<file path="src/rtl/mem_stage.sv">
// Data-memory access stage: issues loads/stores on a request/ready port and retires a
// registered writeback record. Define MEM_ALIGN_CHECK_EN to reject misaligned accesses.

`ifndef MEM_NOP_OP
`define MEM_NOP_OP 3'd0
`endif
`ifndef MEM_LW_OP
`define MEM_LW_OP 3'd1
`endif
`ifndef MEM_SW_OP
`define MEM_SW_OP 3'd2
`endif

module mem_stage #(
  parameter int unsigned TIMEOUT = 255
) (
  input  logic        clk,
  input  logic        rst,
  input  logic        ex_valid,
  input  logic [2:0]  ex_mem_op,
  input  logic [31:0] ex_mem_addr,
  input  logic [31:0] ex_mem_data,
  input  logic [4:0]  ex_wb_reg,
  input  logic [31:0] ex_wb_data,
  input  logic        ex_wb_we,
  output logic        mem_stall,
  output logic        dmem_req,
  output logic        dmem_we,
  output logic [31:0] dmem_addr,
  output logic [31:0] dmem_wdata,
  input  logic [31:0] dmem_rdata,
  input  logic        dmem_ready,
  output logic        wb_valid,
  output logic [4:0]  wb_reg,
  output logic [31:0] wb_data,
  output logic        wb_we,
  output logic        bus_err,
  output logic        align_err
);

  localparam logic [15:0] TimeoutLast = 16'(TIMEOUT - 1);

  typedef enum logic [0:0] {StIdle, StAccess} state_e;

  state_e      state_q, state_d;
  logic [15:0] cnt_q, cnt_d;
  logic        req_q, req_d;
  logic        dwe_q, dwe_d;
  logic [31:0] addr_q, addr_d;
  logic [31:0] wdata_q, wdata_d;
  logic [4:0]  cap_reg_q, cap_reg_d;
  logic [31:0] cap_data_q, cap_data_d;
  logic        cap_we_q, cap_we_d;
  logic        wb_valid_q, wb_valid_d;
  logic [4:0]  wb_reg_q, wb_reg_d;
  logic [31:0] wb_data_q, wb_data_d;
  logic        wb_we_q, wb_we_d;
  logic        bus_err_q, bus_err_d;
  logic        align_err_d;
  logic        is_mem;
  logic        misaligned;
  logic        accept;

  assign accept = (state_q == StIdle) && ex_valid;
  assign is_mem = (ex_mem_op == `MEM_LW_OP) || (ex_mem_op == `MEM_SW_OP);

`ifdef MEM_ALIGN_CHECK_EN
  logic align_err_q;
  assign misaligned = (ex_mem_addr[1:0] != 2'b00);
  assign align_err  = align_err_q;
  always_ff @(posedge clk) begin
    if (rst) align_err_q <= 1'b0;
    else     align_err_q <= align_err_d;
  end
`else
  assign misaligned = 1'b0;
  assign align_err  = 1'b0;
`endif

  // State register
  always_ff @(posedge clk) begin
    if (rst) state_q <= StIdle;
    else     state_q <= state_d;
  end

  // Next-state logic
  always_comb begin
    state_d = state_q;
    unique case (state_q)
      StIdle: begin
        if (accept && is_mem && !misaligned) state_d = StAccess;
      end
      StAccess: begin
        if (dmem_ready || (cnt_q == TimeoutLast)) state_d = StIdle;
      end
      default: state_d = StIdle;
    endcase
  end

  // Registered-output and datapath next values
  always_comb begin
    cnt_d       = cnt_q;
    req_d       = req_q;
    dwe_d       = dwe_q;
    addr_d      = addr_q;
    wdata_d     = wdata_q;
    cap_reg_d   = cap_reg_q;
    cap_data_d  = cap_data_q;
    cap_we_d    = cap_we_q;
    wb_valid_d  = 1'b0;
    wb_reg_d    = wb_reg_q;
    wb_data_d   = wb_data_q;
    wb_we_d     = wb_we_q;
    bus_err_d   = 1'b0;
    align_err_d = 1'b0;
    unique case (state_q)
      StIdle: begin
        if (accept) begin
          cap_reg_d  = ex_wb_reg;
          cap_data_d = ex_wb_data;
          cap_we_d   = ex_wb_we;
          if (is_mem && !misaligned) begin
            cnt_d   = '0;
            req_d   = 1'b1;
            dwe_d   = (ex_mem_op == `MEM_SW_OP);
            addr_d  = ex_mem_addr;
            wdata_d = ex_mem_data;
          end else begin
            // Non-memory ops retire directly; a rejected access retires without a write.
            wb_valid_d  = 1'b1;
            wb_reg_d    = ex_wb_reg;
            wb_data_d   = ex_wb_data;
            wb_we_d     = ex_wb_we && !is_mem;
            align_err_d = is_mem;
          end
        end
      end
      StAccess: begin
        if (dmem_ready) begin
          req_d      = 1'b0;
          wb_valid_d = 1'b1;
          wb_reg_d   = cap_reg_q;
          wb_data_d  = dwe_q ? cap_data_q : dmem_rdata;
          wb_we_d    = cap_we_q;
        end else if (cnt_q == TimeoutLast) begin
          req_d      = 1'b0;
          wb_valid_d = 1'b1;
          wb_reg_d   = cap_reg_q;
          wb_data_d  = cap_data_q;
          wb_we_d    = 1'b0;
          bus_err_d  = 1'b1;
        end else begin
          cnt_d = cnt_q + 16'd1;
        end
      end
      default: ;
    endcase
  end

  always_ff @(posedge clk) begin
    if (rst) begin
      cnt_q      <= '0;
      req_q      <= 1'b0;
      dwe_q      <= 1'b0;
      addr_q     <= '0;
      wdata_q    <= '0;
      cap_reg_q  <= '0;
      cap_data_q <= '0;
      cap_we_q   <= 1'b0;
      wb_valid_q <= 1'b0;
      wb_reg_q   <= '0;
      wb_data_q  <= '0;
      wb_we_q    <= 1'b0;
      bus_err_q  <= 1'b0;
    end else begin
      cnt_q      <= cnt_d;
      req_q      <= req_d;
      dwe_q      <= dwe_d;
      addr_q     <= addr_d;
      wdata_q    <= wdata_d;
      cap_reg_q  <= cap_reg_d;
      cap_data_q <= cap_data_d;
      cap_we_q   <= cap_we_d;
      wb_valid_q <= wb_valid_d;
      wb_reg_q   <= wb_reg_d;
      wb_data_q  <= wb_data_d;
      wb_we_q    <= wb_we_d;
      bus_err_q  <= bus_err_d;
    end
  end

  // Outputs: all straight from registers
  always_comb begin
    mem_stall  = (state_q == StAccess);
    dmem_req   = req_q;
    dmem_we    = dwe_q;
    dmem_addr  = addr_q;
    dmem_wdata = wdata_q;
    wb_valid   = wb_valid_q;
    wb_reg     = wb_reg_q;
    wb_data    = wb_data_q;
    wb_we      = wb_we_q;
    bus_err    = bus_err_q;
  end

endmodule

</file>
<file path="config.mk">
export PLATFORM = sky130hd
export DESIGN_NAME = mem_stage
export DESIGN_NICKNAME = d
export VERILOG_FILES = /design/src/rtl/mem_stage.sv
export SDC_FILE = /design/constraint.sdc
export NUM_CORES = 1
export LEC_CHECK = 0
export CAP_MARGIN = 20
export CORE_MARGIN = 5
export CORE_UTILIZATION = 40
export CTS_BUF_LIST = sky130_fd_sc_hd__clkbuf_16
export CTS_CLUSTER_DIAMETER = 30
export CTS_CLUSTER_SIZE = 8
export DETAILED_ROUTE_END_ITERATION = 6
export GPL_ROUTABILITY_DRIVEN = 1
export GPL_TIMING_DRIVEN = 0
export PLACE_DENSITY = 0.86
export SLEW_MARGIN = 20
export SYNTH_ARGS = -nofsm -noshare
export SYNTH_HDL_FRONTEND = slang
export SYNTH_SLANG_ARGS = --single-unit
</file>
<file path="constraint.sdc">
create_clock -name clk -period 1.71 [get_ports clk]
set_clock_uncertainty 0.1 [all_clocks]
set_input_delay 0.171 -clock clk [delete_from_list [all_inputs] [get_ports clk]]
set_output_delay 0.171 -clock clk [all_outputs]
set_load 0.05 [all_outputs]
</file>
* Yosys cells after proc, flatten, opt, wreduce, memory -nomap -nowiden *
Index checks and enable logic that the tools add are counted.

storage, ports and cells
  flip-flop bits (word level) = 161
  logic and storage cells = 70

operators by class
  eq/ne operators = 9
  multiplexer cells = 33
  bitwise gates (word level) = 1
  reductions and logical operators = 12
  add/subtract/negate cells = 1

operator list
  cell                   count
  $mux 32                5
  $mux 16                4
  $pmux 32 s2            1
  $pmux 16 s2            1
  $mux 5                 4
  $add 16x1->16 const B  1
  $eq 16x8->1 const B    1
  $mux 1                 13
  $ne 2x2->1 const B     5
  $pmux 5 s2             1
  $reduce_and 3->1       3
  $pmux 1 s2             4
  $reduce_and 4->1       1
  $eq 3x1->1 const B     1
  $eq 3x2->1 const B     1
  $logic_and 1x1->1      3
  $ne 3x2->1 const B     1
  $reduce_or 3->1        1
  $logic_or 1x1->1       2
  $reduce_and 2->1       1
  $logic_not 1->1        1
  $not 1->1              1

* Longest topological paths before layout *
Gate-level depths: netlist of run 1.

  depth after elaboration = 7
  depth in mapped cells = 8

* Least setup slack after synthesis of run 1 *
No wires, ideal clock.

  path type = register to register
  start = register state_q (netlist: mem_stall)
  end = register cnt_q[3]
  setup slack = -297 ps
  arrival time = 1833 ps
  required time = 1536 ps
  clock period less this slack = 2007 ps
  setup time = 74 ps
  buffers on the path = 2
  cell stages (with the launch flop) = 5
  path through = dfxtp_1 -> buf_2 -> clkbuf_1 -> or4b_2 -> a31oi_1

on the way
  longest elaborated chain between the ends = 4
  elaborated cells between the ends (all ways) = 8

ends and longest elaborated chain
  what                               RTL line  RTL
  start: declaration                 45        state_e state_q, state_d;
  start signal: assignment           82        if (rst) state_q <= StIdle;
  start signal: assignment           83        else state_q <= state_d;
  $not 1->1 (no source line)         n/a
  $logic_and 1x1->1                  64        assign accept = (state_q == StIdle) && ex_valid;
  $ne 2x2->1 (no source line)        n/a
  $reduce_and 4->1 (no source line)  n/a
  end signal: assignment             176       cnt_q <= cnt_d;
  end: declaration                   46        logic [15:0] cnt_q, cnt_d;

Parallel ways exist; a longest one is shown, timed or not.
A chain may end at the register's enable or synchronous reset.

* Worst setup path in the final report of run 1 *
  start = register cnt_q[0]
  end = register wb_data_q[17] (netlist: wb_data[17])

on the way
  longest elaborated chain between the ends = 3

ends and longest elaborated chain
  what                               RTL line  RTL
  $eq 16x8->1                        145       end else if (cnt_q == TimeoutLast) begin
  $ne 3x2->1 (no source line)        n/a
  $reduce_and 3->1 (no source line)  n/a
  end signal: assignment             186       wb_data_q <= wb_data_d;
  end: declaration                   56        logic [31:0] wb_data_q, wb_data_d;

Every way passes these cells.

==> results_dict.tcl, run 1 <==
set metrics [dict create \
    grt_pass1_vias 7013 \
    final_core_util 0.634 \
    ys_seq_area_frac 0.463 \
    fin_area_um2 10900 \
    outcome "complete, but fails checks" \
    cts_root_buf "clkbuf_16" \
    die_x_um 142 \
    post_synth.cell_area_avg_um2 8.20 \
    clk_latency_ns 0.42 \
    ys_async_sr_fraction 0 \
    irDropWorstVdd_mv 0.821 \
    ios 249 \
    grt_usage 0.225 \
    hold_buffers 0 \
    finalWorstSetupSlack_ns -0.148 \
    hp-class "input port to flip-flop" \
    syn_nets 992 \
    post_drt_wl_per_cell_um 18.1 \
    clkTransAtPathRegs_ns 0.07 \
    worst_slew_pin_slew_ns 0.575 \
    cp-end-kind "flip-flop" \
    rsz0062_at_grt "true" \
    nFillCells 1442 \
    io_buffers 247 \
    finalCriticalPeriod_ns 1.86 \
    htreeDepth 4 \
    gr-total-overflow 0 \
    maxCapViolations 0 \
    core_area_um2 17200 \
    synthCells 849 \
    grt_pass1_wl_um 36200 \
    multi_input_area_um2 3550 \
    relSlewSlack 0.617 \
    fin_crit_sh 1.09 \
    setup_viol 50 \
    drt_first_pass_iters 7 \
    drt_iter0_drc 554 \
    diodes 0 \
    cts_tree "done" \
    die_height_um 142 \
    violations "setup timing" \
    num_rows 48 \
    drv_slew 0 \
    final_common_cell "nand2_1" \
    via_per_inst 5.48 \
    wirelength_um 25000 \
    initial_core_util 0.405 \
    max_freq_mhz 538 \
    cts_buffers 17 \
    power.leakage_nw 4.70 \
    pwr_density_cell_nw_per_um2 939 \
    dieArea_um2 20100 \
    pre_cts_ws_ns -0.837 \
    vias 7540 \
    final-hold-violation-count 0 \
    syn_area_um2 6960 \
    fin_nets 1282 \
    synth_edf_count 0 \
    gp_congestion 0.884 \
    dpl.hpwl_um 16900 \
    synthDistinctLibCells 51 \
    ant_nets 0 \
    ys_seq_elements 161 \
    seq_area_um2 3240 \
    remaining_drc_errors 0 \
    layout_common_cells "258 x nand2_1, 153 x dfxtp_1, 140 x clkdlybuf4s50_1, 106 x dlygate4sd2_1, 103 x a21oi_1" \
    start_kind "flip-flop" \
    worstSetupPathType "flip-flop to flip-flop" \
    cp_max_fo 5 \
    placed_cell_area_um2 9730 \
    grt_max_degree 17 \
    clockBufferDepth 2 \
    synth_flop_cell "dfxtp_1" \
    antenna_found_initial 0 \
    drive_gt1_frac 0.135 \
    ys.warnings.count 0 \
    hold_slack_ns 0.184 \
    worstPathArrival_ns 2.09 \
    clock_sinks 161 \
    required_ns 1.95 \
    syn2layout_area_growth_pct 56.5 \
]
==> layer usage <==
| layer | wire length [um] | up-vias | track usage |
|---|---|---|---|
| met5 | 0 | - | 0 |
| met4 | 1150 | 0 | 0.105 |
| li1 | - | 3492 | - |
| met1 | 9750 | 3554 | 0.272 |
| met3 | 1650 | 103 | 0.0357 |
| met2 | 12400 | 391 | 0.390 |
==> kinds of logic (layout without fill, tap and decap cells) <==
logic type / Yosys count / after routing / share of synthesized area
flip-flops: 161 / 161 / 0.463
XOR/XNOR: 1 / 1 / 0.00126
other: 1 / 1 / 0.000539
AND/OR/NAND/NOR: 354 / 354 / 0.214
multiplexers: 76 / 76 / 0.110
adder cells (fa/ha/maj): 2 / 2 / 0.00360
buffers and inverters: 76 / 379 / 0.0484
AO/OA/AOI/OAI: 178 / 178 / 0.159
==> area by class of cell <==
type,instances,share of cell area
inverter,5,0.00195
clock buffer,17,0.0391
clock inverter,15,0.0190
buffer,68,0.0426
sequential,161,0.298
multi-input combinational,612,0.326
timing repair buffer,274,0.248
tap,225,0.0258
==> critical path, stage by stage, from the launching register on <==
cell and delay [ns]:
dfxtp_4 0.36, inv_4 0.04, ha_4 0.15, and4b_1 0.21, and4_4 0.20, o22ai_4 0.18, buf_6 0.18, buf_8 0.14
mux2i_1 0.22
==> power breakdown <==
part           internal (mW)  switching [mW]
Sequential              3.95           0.103
Clock                   2.46            1.63
Combinational          0.861            1.23
==> path summary, 6_finish.rpt <==
kind	startpoint	end	cells after the start	slack, ns
max	cnt_q[0]$_SDFFE_PP0P_	wb_data[17]$_SDFFE_PP0P_	8	-0.15
min	ex_mem_addr[3]	dmem_addr[3]$_SDFFE_PP0P_	3	0.18
max reg2reg	cnt_q[0]$_SDFFE_PP0P_	wb_data[17]$_SDFFE_PP0P_	8	-0.15
min reg2reg	dmem_wdata[20]$_SDFFE_PP0P_	dmem_wdata[20]$_SDFFE_PP0P_	2	0.35
==> Yosys cell counts, types with 2 or more instances <==
library cell	number	share of area
a211o_1	32	0.040
a21oi_1	110	0.079
a311oi_1	3	0.0038
a31oi_1	6	0.0054
and3_1	2	0.0018
and4_1	2	0.0025
buf_1	4	0.0022
buf_2	14	0.010
buf_4	5	0.0054
buf_6	2	0.0032
clkbuf_1	46	0.025
dfxtp_1	161	0.46
ha_1	2	0.0036
inv_1	4	0.0022
mux2_2	5	0.0081
mux2i_1	71	0.10
nand2_1	259	0.14
nand2b_1	6	0.0054
nand3_1	10	0.0072
nand4_1	9	0.0081
nor2_1	38	0.021
nor2b_1	5	0.0045
nor3_1	6	0.0043
nor4_1	3	0.0027
o211ai_1	10	0.011
o21ai_0	4	0.0029
o221ai_1	4	0.0050
or4_1	3	0.0032
==> repair_timing <==
action	4_1_cts	5_1_grt
pin swaps	8	7
endpoints found under the setup margin	267	138
cloned	3	5
setup buffers	12	8
resized for setup	177	59
==> per-stage QoR <==
stage          instances  power [mW]  TNS (ns)
2_1_floorplan        849        5.27    -0.625
3_3_place_gp        1321        6.08   -101.09
3_5_place_dp        1321        6.11   -101.33
4_1_cts             1367        10.2     -3.50
5_1_grt             1377        10.6     -6.59
6_report            1377        10.2     -4.56
No activity file was read; power rests on OpenSTA's default activity.
==> run 2: changes to the inputs <==
--- a/config.mk
+++ b/config.mk
@@ -7,14 +7,14 @@
 export LEC_CHECK = 0
 export CAP_MARGIN = 20
 export CORE_MARGIN = 5
-export CORE_UTILIZATION = 40
+export CORE_UTILIZATION = 35
 export CTS_BUF_LIST = sky130_fd_sc_hd__clkbuf_16
 export CTS_CLUSTER_DIAMETER = 30
 export CTS_CLUSTER_SIZE = 8
 export DETAILED_ROUTE_END_ITERATION = 6
 export GPL_ROUTABILITY_DRIVEN = 1
 export GPL_TIMING_DRIVEN = 0
-export PLACE_DENSITY = 0.86
+export PLACE_DENSITY = 0.78
 export SLEW_MARGIN = 20
 export SYNTH_ARGS = -nofsm -noshare
 export SYNTH_HDL_FRONTEND = slang
==> run 2 against run 1 <==
  * The flow still finishes with violations (setup timing)
  * Die area rose by 13%
  * Combinational power is essentially flat
  * Via count fell by 5.7%
  * Core utilization down 7.9 points
  * Critical path depth grew 1
  * Final area fell by 0.43%
  * Clock power is 3% lower
  * Sequential cell count unchanged
  * Worst hold slack got worse by 0.0011 ns
  * Final cell count up 2.5%
  * Largest cell class unchanged
  * Highest routed layer unchanged
==> results_dict.tcl, run 2 (same netlist as run 1, synthesis figures left out) <==
set metrics [dict create \
    maxCapViolations 0 \
    worstPathArrival_ns 2.15 \
    drv_slew 0 \
    remaining_drc_errors 0 \
    worstRegToRegCells 9 \
    via_per_inst 5.04 \
    post_drt_wl_per_cell_um 16.9 \
    placed_cell_area_um2 9780 \
    gr-total-overflow 0 \
    holdPathStages 3 \
    core_area_um2 19500 \
    clock_sinks 161 \
    die_x_um 151 \
    drt_iter0_drc 380 \
    r2r_slack_ns -0.22 \
    nFillCells 1828 \
    rsz0062_at_grt "true" \
    max_freq_mhz 519 \
    irDropWorstVdd_mv 0.717 \
    clk_latency_ns 0.42 \
    cp-end-kind "flip-flop" \
    ant_nets 0 \
    hp-class "input port to flip-flop" \
    outcome "complete, but fails checks" \
    hold_buffers 0 \
    grt_max_degree 20 \
    dpl.hpwl_um 17300 \
    multi_input_area_um2 3540 \
    power.leakage_nw 4.67 \
    finalCriticalPeriod_ns 1.93 \
    drive_gt1_frac 0.124 \
    wirelength_um 23900 \
    cts_buffers 17 \
    cp_cell_sequence "inv_2 > ha_4 > and4b_1 > and4_4 > buf_6 > buf_8 > o21ai_4 > buf_12 > a311oi_2" \
    grt_pass1_wl_um 36200 \
    io_buffers 247 \
    final_core_util 0.555 \
    clockBufferDepth 2 \
    initial_core_util 0.356 \
    rr_startpoint "cnt_q[0]$_SDFFE_PP0P_" \
    min_from "ex_mem_addr[26]" \
    worstHoldEndpoint "dmem_addr[26]$_SDFFE_PP0P_" \
    grt_usage 0.201 \
    worstReg2RegEnd "cnt_q[9]$_SDFFE_PP0P_" \
    required_ns 1.93 \
    diodes 0 \
    setup_viol 54 \
    setup_tns_ns -7.24 \
    htreeDepth 4 \
    gp_congestion 0.851 \
    vias 7112 \
    drt_first_pass_iters 5 \
    layout_common_cells "257 x nand2_1, 151 x dfxtp_1, 140 x clkdlybuf4s50_1, 109 x a21oi_1, 107 x dlygate4sd2_1" \
    grt_pass1_vias 6973 \
    dieArea_um2 22800 \
    fin_crit_sh 1.13 \
    start_kind "flip-flop" \
    worst_slew_pin_slew_ns 0.574 \
    worst_path_largest_cell_delay_ns 0.34 \
    syn2layout_area_growth_pct 55.9 \
    fin_nets 1276 \
    worstSetupPathType "flip-flop to flip-flop" \
    die_height_um 151 \
    final-hold-violation-count 0 \
    cts_tree "done" \
    pwr_density_cell_nw_per_um2 930 \
    finalWorstSetupSlack_ns -0.215 \
    relSlewSlack 0.617 \
    hold_slack_ns 0.183 \
    violations "setup timing" \
    num_rows 51 \
    fin_area_um2 10800 \
    p_total_mw 10.1 \
    seq_area_um2 3240 \
    clkTransAtPathRegs_ns 0.07 \
    cp_slowest_cell "dfxtp_2" \
    antenna_found_initial 0 \
    ios 249 \
    cp_max_fo 5 \
    final_common_cell "nand2_1" \
    cts_root_buf "clkbuf_16" \
]
run 2: critical path, delay by kind of cell (launching register included):
kind	cells	cell delay, ns
simple gates	2	0.51
compound gates	2	0.30
flops	1	0.34
buf+inv	4	0.44
fa+ha+maj	1	0.12
run 2: what timing repair did:
| item | in CTS | in global routing |
|---|---|---|
| pin swaps | 10 | 9 |
| resized for setup | 176 | 66 |
| cloned | 4 | 1 |
| setup endpoints to repair | 267 | 135 |
| setup buffers | 11 | 6 |
run 2: worst max-delay path by stage:
stage | from | end | slack (ns)
after global routing | mem_stall$_SDFF_PP0_ | cnt_q[9]$_SDFFE_PP0P_ | -0.25
after floorplan | cnt_q[0]$_SDFFE_PP0P_ | wb_data[26]$_SDFFE_PP0P_ | -0.07
final | cnt_q[0]$_SDFFE_PP0P_ | cnt_q[9]$_SDFFE_PP0P_ | -0.22
after global placement | rst | mem_stall$_SDFF_PP0_ | -0.83
after detailed placement | rst | mem_stall$_SDFF_PP0_ | -0.81
after CTS | cnt_q[0]$_SDFFE_PP0P_ | wb_data[17]$_SDFFE_PP0P_ | -0.14
run 2: where the power goes:
group          switching (mW)  total, mW  internal (mW)
logic                    1.21       2.07          0.866
clock network            1.64       3.97           2.32
registers              0.0977       4.05           3.95
total                    2.95       10.1           7.14
run 2: metrics by stage:
step | setup slack (ns) | instances
6_report | -0.215 | 1411
5_1_grt | -0.254 | 1411
4_1_cts | -0.140 | 1405
3_5_place_dp | -0.815 | 1361
3_3_place_gp | -0.827 | 1361
2_1_floorplan | -0.0692 | 849
run 2: routing by layer:
metal	share of wire	track usage	vias to the layer above	routed length, um
met4	0.037	0.0834	0	887
met2	0.49	0.337	235	11600
li1	-	-	3486	-
met1	0.42	0.252	3332	10100
met5	0	0	-	0
met3	0.050	0.0404	59	1190
run 2: final cells by class:
class | instances | share of cell area
multi-input cells | 612 | 0.327
flip-flops and latches | 161 | 0.299
repair buffers | 268 | 0.243
plain buffers | 68 | 0.0427
clock buffers | 17 | 0.0392
well taps | 265 | 0.0306
clock inverters | 15 | 0.0167
inverters | 5 | 0.00173
==> run 3: changes to the inputs <==
--- a/config.mk
+++ b/config.mk
@@ -15,6 +15,7 @@
 export GPL_ROUTABILITY_DRIVEN = 1
 export GPL_TIMING_DRIVEN = 0
 export PLACE_DENSITY = 0.78
+export RECOVER_POWER = 50
 export SLEW_MARGIN = 20
 export SYNTH_ARGS = -nofsm -noshare
 export SYNTH_HDL_FRONTEND = slang
==> run 3 against run 2 <==
  * The flow still finishes with violations (setup timing)
  * Count of clock-buffer cells in the layout unchanged
  * Core utilization hardly changed
  * Die area is the same
  * Maximum frequency grew 0.38%
  * Critical endpoint is now wb_data[18]$_SDFFE_PP0P_
  * Largest cell class unchanged
==> results_dict.tcl, run 3 (same netlist as run 1, synthesis figures left out) <==
set metrics [dict create \
    drt_iter0_drc 385 \
    min_from "ex_mem_addr[26]" \
    layout_common_cells "257 x nand2_1, 152 x dfxtp_1, 139 x clkdlybuf4s50_1, 109 x a21oi_1, 107 x dlygate4sd2_1" \
    final-hold-violation-count 0 \
    htreeDepth 4 \
    drive_gt1_frac 0.123 \
    hold_slack_ns 0.183 \
    worstRegToRegCells 9 \
    rsz0062_at_grt "true" \
    gr-total-overflow 0 \
    grt_usage 0.201 \
    drt_first_pass_iters 5 \
    cts_buffers 17 \
    multi_input_area_um2 3540 \
    cp_max_fo 5 \
    grt_pass1_wl_um 36200 \
    start_kind "flip-flop" \
    worstReg2RegEnd "wb_data[18]$_SDFFE_PP0P_" \
    max_freq_mhz 521 \
    pwr_density_cell_nw_per_um2 930 \
    syn2layout_area_growth_pct 55.8 \
    vias 7108 \
    gp_congestion 0.851 \
    irDropWorstVdd_mv 0.717 \
    initial_core_util 0.356 \
    relSlewSlack 0.618 \
    finalWorstSetupSlack_ns -0.208 \
    cp-end-kind "flip-flop" \
    dpl.hpwl_um 17300 \
    grt_max_degree 20 \
    worst_slew_pin_slew_ns 0.573 \
    grt_pass1_vias 6973 \
    via_per_inst 5.04 \
    stdcell_count 1411 \
    setup_tns_ns -7.00 \
    fin_area_um2 10800 \
    wirelength_um 23800 \
    holdPathStages 3 \
    setup_viol 52 \
    diodes 0 \
    rr_startpoint "cnt_q[0]$_SDFFE_PP0P_" \
    die_height_um 151 \
    clockBufferDepth 2 \
    fin_crit_sh 1.12 \
    outcome "complete, but fails checks" \
    clock_sinks 161 \
    power.leakage_nw 4.67 \
    num_rows 51 \
    fin_nets 1276 \
    maxCapViolations 0 \
    clkTransAtPathRegs_ns 0.07 \
    required_ns 1.96 \
    dieArea_um2 22800 \
    die_x_um 151 \
    antenna_found_initial 0 \
    drv_slew 0 \
    ant_nets 0 \
    cts_tree "done" \
    ios 249 \
    clk_latency_ns 0.42 \
    r2r_slack_ns -0.21 \
    post_drt_wl_per_cell_um 16.9 \
    hp-class "input port to flip-flop" \
    final_common_cell "nand2_1" \
    io_buffers 247 \
    nFillCells 1830 \
    seq_area_um2 3240 \
    worstPathArrival_ns 2.17 \
    placed_cell_area_um2 9780 \
    worstHoldEndpoint "dmem_addr[26]$_SDFFE_PP0P_" \
    dp.cells 1361 \
    pre_cts_ws_ns -0.815 \
    worstSetupPathType "flip-flop to flip-flop" \
    remaining_drc_errors 0 \
    cts_root_buf "clkbuf_16" \
    core_area_um2 19500 \
    violations "setup timing" \
    finalCriticalPeriod_ns 1.92 \
]
run 3: worst max-delay path, stage by stage (launching register included):
cell,delay (ns)
dfxtp_2,0.36
inv_2,0.06
ha_4,0.15
and4b_1,0.22
and4_4,0.20
o22ai_4,0.20
buf_12,0.17
buf_12,0.11
buf_16,0.11
mux2i_1,0.16
run 3: power breakdown:
part / switching [mW] / internal, mW / total, mW
Clock: 1.64 / 2.32 / 3.97
Sequential: 0.0978 / 3.95 / 4.05
Combinational: 1.21 / 0.865 / 2.07
Total: 2.95 / 7.14 / 10.1
run 3: layer usage:
metal / GRT usage / vias to the layer above / wire, um
met5: 0 / - / 0
li1: - / 3485 / -
met4: 0.0834 / 0 / 901
met2: 0.337 / 221 / 11600
met1: 0.252 / 3343 / 10100
met3: 0.0404 / 59 / 1150
run 3: layout make-up:
| type | count | share of cell area |
|---|---|---|
| Clock inverter | 15 | 0.0167 |
| Timing Repair Buffer | 268 | 0.243 |
| Clock buffer | 17 | 0.0392 |
| Inverter | 5 | 0.00173 |
| Multi-Input combinational cell | 612 | 0.327 |
| Sequential cell | 161 | 0.299 |
| Buffer | 68 | 0.0425 |
| Tap cell | 265 | 0.0306 |
run 3: how the worst max path moves through the flow:
stage	startpoint	endpoint	cells past startpoint
after global routing	mem_stall$_SDFF_PP0_	cnt_q[9]$_SDFFE_PP0P_	5
after CTS	cnt_q[0]$_SDFFE_PP0P_	wb_data[17]$_SDFFE_PP0P_	9
after detailed placement	rst	mem_stall$_SDFF_PP0_	5
final	cnt_q[0]$_SDFFE_PP0P_	wb_data[18]$_SDFFE_PP0P_	9
after global placement	rst	mem_stall$_SDFF_PP0_	5
after floorplan	cnt_q[0]$_SDFFE_PP0P_	wb_data[26]$_SDFFE_PP0P_	8
run 3: what timing repair did:
item	CTS	global route
pin swaps	10	9
cloned	4	1
buffers inserted	11	6
hold buffers	0	0
setup endpoints to repair	267	135
gates resized for setup	176	66
run 3: through the flow:
stage	total power, mW	util
after global placement	6.10	0.501
after global routing	10.5	0.555
final	10.1	0.555
after floorplan	5.27	-
after detailed placement	6.12	0.501
after CTS	10.1	0.545
